## config.mk

```make
export PLATFORM = sky130hd
export DESIGN_NAME = rf_wb_regfile
export DESIGN_NICKNAME = d
export VERILOG_FILES = /design/src/rtl/pipe_pkg.sv /design/src/rtl/rf_bypass.sv /design/src/rtl/rf_wb_regfile.sv
export SDC_FILE = /design/constraint.sdc
export NUM_CORES = 2
export LEC_CHECK = 0
export ABC_AREA = 1
export CAP_MARGIN = 20
export CELL_PAD_IN_SITES_DETAIL_PLACEMENT = 1
export CELL_PAD_IN_SITES_GLOBAL_PLACEMENT = 2
export CORE_MARGIN = 3
export CORE_UTILIZATION = 36
export CTS_BUF_LIST = sky130_fd_sc_hd__clkbuf_4
export CTS_CLUSTER_SIZE = 8
export DETAILED_ROUTE_END_ITERATION = 10
export DONT_BUFFER_PORTS = 1
export PLACE_DENSITY_LB_ADDON = 0.15
export SLEW_MARGIN = 40
export SYNTH_ARGS = -nofsm -noshare
export SYNTH_HDL_FRONTEND = slang
export SYNTH_SLANG_ARGS = --single-unit
```

## constraint.sdc

```tcl
create_clock -name clk -period 2.6 [get_ports clk]
set_input_delay 0.52 -clock clk [delete_from_list [all_inputs] [get_ports clk]]
set_output_delay 0.52 -clock clk [all_outputs]
set_load 0.005 [all_outputs]
```

## src/rtl/pipe_pkg.sv

```systemverilog
// Shared pipeline definitions: datapath widths, register-file typedefs and
// the write-data selector opcodes.
package pipe_pkg;

    localparam int DW_DEF = 32;  // register/data width
    localparam int AW_DEF = 5;   // register address width

    typedef logic [DW_DEF-1:0] word_t;
    typedef logic [AW_DEF-1:0] reg_addr_t;

    // Register 0 reads as zero and is never written.
    localparam reg_addr_t REG_ZERO = '0;

    // Write-data selector source codes.
    typedef enum logic [1:0] {
        WB_SEL_ALU = 2'd0,
        WB_SEL_MEM = 2'd1,
        WB_SEL_PC4 = 2'd2,
        WB_SEL_IMM = 2'd3
    } wb_sel_e;

endpackage

```

## src/rtl/rf_bypass.sv

```systemverilog
// Combinational read-port mux: zero register, write-to-read bypass, then
// stored array data.
module rf_bypass #(
    parameter int DW = 32,
    parameter int AW = 5
) (
    input  logic [AW-1:0] ra,
    input  logic          we,
    input  logic [AW-1:0] wa,
    input  logic [DW-1:0] wd,
    input  logic [DW-1:0] arr_d,
    output logic [DW-1:0] rd
);

    // Select read data for this port; register 0 wins over any bypass.
    always_comb begin
        // NOTE: rd gets a value on every path through this block, so no latch is inferred.
        rd = arr_d;
        if (ra == '0) begin
            rd = '0;
        end else if (we && (wa == ra)) begin
            rd = wd;
        end
    end

endmodule

```

## src/rtl/rf_wb_regfile.sv

```systemverilog
// Architectural register file: 2**AW flop-based registers (r0 hardwired to
// zero), two bypassed decode read ports, a committed-state debug port and a
// committed-write counter.
import pipe_pkg::*;

module rf_wb_regfile #(
    parameter int DW = DW_DEF,
    parameter int AW = AW_DEF
) (
    input  logic          clk,
    input  logic          rst,
    input  logic          we,
    input  logic [AW-1:0] wa,
    input  logic [DW-1:0] wd,
    input  logic [AW-1:0] ra1,
    input  logic [AW-1:0] ra2,
    output logic [DW-1:0] rd1,
    output logic [DW-1:0] rd2,
    input  logic [AW-1:0] dbg_a,
    output logic [DW-1:0] dbg_d,
    output logic [31:0]   wb_cnt
);

    localparam int NREG = 2 ** AW;

    // Register 0 has no storage; the array starts at index 1.
    logic [DW-1:0] regs_q [1:NREG-1];
    logic [DW-1:0] regs_d [1:NREG-1];
    logic [31:0]   wb_cnt_q;
    logic [31:0]   wb_cnt_d;
    logic          commit;

    logic [DW-1:0] arr1;
    logic [DW-1:0] arr2;

    assign commit = we && (wa != AW'(REG_ZERO));

    // Next-state of the array and the counter for a committing write.
    always_comb begin
        regs_d   = regs_q;
        wb_cnt_d = wb_cnt_q;
        if (commit) begin
            regs_d[wa] = wd;
            wb_cnt_d   = wb_cnt_q + 32'd1;
        end
    end

    // State update; reset has priority and drops any coincident write.
    always_ff @(posedge clk) begin
        // NOTE: the array is built from flops precisely so that every entry can be cleared in the single reset cycle.
        if (rst) begin
            for (int i = 1; i < NREG; i++) begin
                regs_q[i] <= '0;
            end
            wb_cnt_q <= '0;
        end else begin
            // NOTE: sequential state uses non-blocking assignments so all flops see pre-edge values.
            regs_q   <= regs_d;
            wb_cnt_q <= wb_cnt_d;
        end
    end

    // Raw committed-state reads; address 0 never touches the array.
    always_comb begin
        arr1  = '0;
        arr2  = '0;
        dbg_d = '0;
        if (ra1 != '0)   arr1  = regs_q[ra1];
        if (ra2 != '0)   arr2  = regs_q[ra2];
        if (dbg_a != '0) dbg_d = regs_q[dbg_a];
    end

    rf_bypass #(.DW(DW), .AW(AW)) u_byp1 (
        .ra    (ra1),
        .we    (we),
        .wa    (wa),
        .wd    (wd),
        .arr_d (arr1),
        .rd    (rd1)
    );

    rf_bypass #(.DW(DW), .AW(AW)) u_byp2 (
        .ra    (ra2),
        .we    (we),
        .wa    (wa),
        .wd    (wd),
        .arr_d (arr2),
        .rd    (rd2)
    );

    assign wb_cnt = wb_cnt_q;

endmodule

```

# Word level (Yosys, flattened, before mapping)
# Cells that the tools add are included.
[classes]
n_addsub = 1
mul = 0
div_mod_pow = 0
order_cmp = 5
eq_ne = 2
shifts = 0
mux = 19
bitwise_logic = 4
n_reduce_logical = 10
[ops]
columns = ["op", "n"]
rows = [
  ["$bwmux 992", 1],
  ["$bmux 32 s5", 3],
  ["$mux 32", 14],
  ["$demux 32 s5", 1],
  ["$add 32x1->32 const B", 1],
  ["$ge 6x6->1 const B", 4],
  ["$not 5->6", 4],
  ["$reduce_bool 5->1", 4],
  ["$eq 5x5->1", 2],
  ["$logic_not 5->1", 2],
  ["$lt 6x1->1 const B", 1],
  ["$logic_and 1x1->1", 4],
]
[word_totals]
register_bits = 1024
latchBits = 0
ram_bits = 0
rom_bits = 0
in_bits = 55
out_inout_bits = 128
elab_cells = 73
mem_count = 0

# Depth between registers and ports, before layout
[logic_depth]
word_depth = 7
ltp_mapped = 15
depth_no_buf = 12

# Cells and area by module
# From an unflattened synthesis, not the netlist that was laid out.
[hier_totals]
hier_cells = 11552
hier_area_um2 = 65988.3
[by_module_without_submodules]
columns = ["mod", "n_inst", "cells_per_inst", "area_each_um2", "seq_area_each_um2"]
rows = [
  ["rf_wb_regfile", 1, 11154, 64351.7, 20499.7],
  ["rf_bypass", 2, 199, 818.3, 0.0],
]

# Worst setup path before layout
# No wires, ideal clock.
[synth_path]
kind = "input-to-output"
from = "input dbg_a[0]"
to = "output dbg_d[2]"
arrival_ns = 1.687
required_ns = 2.080
setup_slack_ns = 0.393
path_stages = 11
n_path_buf = 4
cell_sequence = "buf_4 -> inv_2 -> buf_6 -> buf_4 -> clkbuf_1 -> o21ai_0 -> o211ai_1 -> nand3_1 -> nand2_1 -> nand2_1 -> nand2_1"
[synth_via]
elab_chain_len = 5
word_cells_on_any_way = 6
classes_between = "4 x mux; 1 x bitwise; 1 x reduce/logical"
[synth_lines]
columns = ["element", "line", "text"]
rows = [
  ["start: declaration", "rf_wb_regfile.sv:19", "input logic [AW-1:0] dbg_a,"],
  ["$not 5->6 (implied by the code)", "rf_wb_regfile.sv:70", "if (dbg_a != '0) dbg_d = regs_q[dbg_a];"],
  ["$bmux 32 s5", "rf_wb_regfile.sv:70", ""],
  ["$mux 32 (implied by the code) (2 in series)", "rf_wb_regfile.sv:70", ""],
  ["$mux 32 (*)", "rf_wb_regfile.sv:70", ""],
  ["end: declaration", "rf_wb_regfile.sv:20", "output logic [DW-1:0] dbg_d,"],
]
# Every way passes the cells marked *; elsewhere a longest branch is shown, timed or not. The select of a mux whose other input is x is not followed.

# Worst setup path in the final report
[layout_path]
from = "input wa[1]"
to = "output rd2[10]"
[layout_via]
elab_chain_len = 4
[layout_lines]
columns = ["element", "line", "text"]
rows = [
  ["start: declaration", "rf_wb_regfile.sv:13", "input logic [AW-1:0] wa,"],
  ["$eq 5x5->1", "rf_bypass.sv:21", "end else if (we && (wa == ra)) begin"],
  ["$logic_and 1x1->1", "rf_bypass.sv:21", ""],
  ["$mux 32", "rf_bypass.sv:21", ""],
  ["$mux 32", "rf_bypass.sv:19", "if (ra == '0) begin"],
  ["end: declaration", "rf_wb_regfile.sv:18", "output logic [DW-1:0] rd2,"],
]
# No other way between the ends.

==> metrics.md <==
| Metric | Value |
|---|---|
| Status | `complete, but fails checks` |
| Failing checks | `negative setup slack` |
| Crit start category | `input port` |
| IO Port Bufs | `0` |
| Worst slew pin tran | `1100 ps` |
| Ys async rst share | `0%` |
| Pre-Repair DR Iteration Count | `8` |
| Die Height | `436 um` |
| Crit path time final | `3720 ps` |
| Nets | `11600` |
| Share of cells above drive strength 1 | `26.9%` |
| Largest net degree at the start of global routing | `555` |
| Num CTS Buffers | `339` |
| Clock Tree Buf Depth | `4` |
| Yosys cell types | `31` |
| Final WS setup | `-1120 ps` |
| Vias | `86500` |
| Routed length per instance | `28.8 um` |
| Static Leak | `0.0363 uW` |
| FP Rows | `157` |
| HP Class | `in -> reg` |
| Gr busiest metal | `met2` |
| Area of the core | `183000 um^2` |
| First-pass GRT wire length | `581 mm` |
| Max-slew violation count | `0` |
| Synth Cell Area | `66500 um^2` |
| Pre-CTS WS | `-1050 ps` |
| Ys flop type | `dfxtp_1` |
| Yosys top cell by area | `dfxtp_1` |
| Final WL | `411 mm` |
| Crit share post-route | `143%` |
| Relative slew slack | `26.6%` |
| Sequential-to-total area share from yosys stat | `30.8%` |
| CP required | `2080 ps` |
| Boundary pin count | `183` |
| Total gr overflow | `0` |
| Final Hold Vio Count | `0` |
| Syn_area_per_cell | `5.83 um^2` |
| Syn nets | `11500` |
| H-tree depth | `5` |
| Vias in the first global route | `83600` |
| Fillers | `24200` |
| CP Capture Type | `output pin` |
| Global placement routability congestion | `0.891` |
| Die Area | `190000 um^2` |
| Post-route DRC violation count | `0` |
| Max Cap Viol | `0` |
| FMAX | `269 MHz` |
| M2 GR Usage | `61.7%` |
| Synth area leaders | `dfxtp_1 31%, nand2_1 16%, o21ai_0 12%` |
| Met1 usage | `51.4%` |
| Met3 usage | `8.63%` |
| PwrDens | `498 nW/um^2` |
| DPL Wire Length | `232 mm` |
| Peak supply drop | `0.000462 V` |
| Post-route ant nets | `0` |
| Syn Inst Count | `11400` |
| RSZ-0062 raised after global routing | `yes` |
| Final Core Density | `45.6%` |
| CTS Root Cell | `clkbuf_4` |
| Top cell type's share of synthesized area | `30.8%` |
| Post-synthesis register bit count | `1024` |
| Most frequent cells in the layout | `2531 x nand2_1, 1325 x o21ai_0, 1245 x a21oi_1, 1227 x nand3_1, 607 x inv_2` |
| Latest clock arrival within the worst-skew pair | `1390 ps` |
| Initial antenna violation count | `38` |
| Clk sinks | `1024` |
| CP max FO | `12` |
| Initial Util | `36.3%` |
| Die width | `436 um` |
| CTS tree | `done` |
| Detailed router's first-iteration violation count | `9431` |
| Syn. warnings | `0` |
| Data arrival, critical path | `3200 ps` |
| Clk slew on worst S/H paths | `70 ps` |
| Commonest non-fill, non-tap cell in the layout | `nand2_1` |
| Clock skew | `25.8 ps` |
| Global router's overall resource usage | `40.8%` |
| Endpoints failing setup | `97` |
| Vias per cell | `6.07` |
| EDFF count, synth | `0` |
| Area Overhead vs Synth | `25.6%` |
| WS Path Type | `in -> out` |
-- routing by layer --
layer  routed length (um)  up-vias
met1               163000    42600
met4                32700       16
li1                     -    38000
met5                  133        -
met2               176000     4623
met3                39200     1350
-- state kept, by name, summed over array words and instances (netlist names) --
name    count
regs_q    992
wb_cnt     32
-- synthesized netlist by cell type (2+ instances only) --
cell type	number
dfxtp_1	1024
buf_4	15
nor3_1	38
clkinv_1	3
buf_6	2
nor2_2	5
nand3b_1	8
nand4_1	7
nand3_2	4
nand2_1	2852
o211ai_1	182
buf_1	80
o21ai_1	63
o22ai_1	6
a31oi_1	2
inv_2	46
nor2_1	560
inv_1	1065
o21ai_0	1658
xor2_1	2
a21oi_1	1354
nor2_4	5
clkbuf_1	669
buf_2	270
nand3_1	1484
-- worst max-delay path: stages --
cell           delay [ps]
dlygate4sd3_1         640
inv_1                 190
o22ai_1               110
nor3_1                200
buf_4                 170
nand3_4               110
buf_12                200
o21ai_0               670
nor2_4                160
buf_6                 170
-- final timing paths --
| check | from | to | slack (ps) | depth (start not counted) |
|---|---|---|---|---|
| setup / recovery | wa[1] | rd2[10] | -1120 | 10 |
| hold / removal | we | regs_q[343] | 60 | 5 |
| setup reg to reg | wb_cnt[23] | wb_cnt[24] | 510 | 10 |
| hold reg to reg | regs_q[796] | regs_q[796] | 460 | 2 |
-- area by class of cell --
cell class                 count  area [um^2]  share of cell area (%)
clock buffer                 473         3550                    4.25
clock inverter                65          256                   0.307
tap                         2464         3080                    3.69
inverter                    1115         4350                    5.21
multi-input combinational   8234        41400                    49.5
antenna                       82          205                   0.246
timing repair buffer         805         9630                    11.5
sequential                  1024        21100                    25.3
-- where the power goes --
group | switching (uW) | internal [uW] | total, uW | leakage, uW
combinational | 5870 | 2980 | 8850 | 0.0254
sequential | 129 | 15900 | 16000 | 0.00850
clock | 8480 | 8250 | 16700 | 0.00231
-- timing repair --
item                                    4_1_cts  5_1_grt
pin swaps                                   500      632
endpoints found under the setup margin       97      109
hold buffers                                150        3
gates resized for setup                    1285     1177
setup buffers                                40       69
endpoints found under the hold margin      1024       61
gates cloned                                  0       13
-- cells by family (layout without fill, tap and decap cells) --
family | Yosys count | in the layout | synth area share [%]
buffers and inverters | 2152 | 2458 | 12.8
adders and majority gates | 1 | 1 | 0.0188
DFF | 1024 | 1024 | 30.8
AOI/OAI and AO/OA | 3267 | 3267 | 25.3
other | 0 | 82 | 0
and+or+nand+nor | 4964 | 4964 | 31.1
xor gates and xnor gates | 2 | 2 | 0.0263
-- per-stage QoR --
step / area [um^2] / hold WS [ps] / power [uW] / TNS [ps] / std cells
after floorplan: 66500 / 450 / 20600 / 0 / 11400
after global placement: 71900 / 464 / 23100 / -28940 / 13400
after detailed placement: 71900 / 476 / 23200 / -27910 / 13400
after CTS: 79800 / 24.0 / 40800 / -67270 / 14100
after global routing: 83500 / 33.8 / 43200 / -68290 / 14300
final: 83500 / 62.2 / 41600 / -66960 / 14300
(Power assumes the default switching activity.)
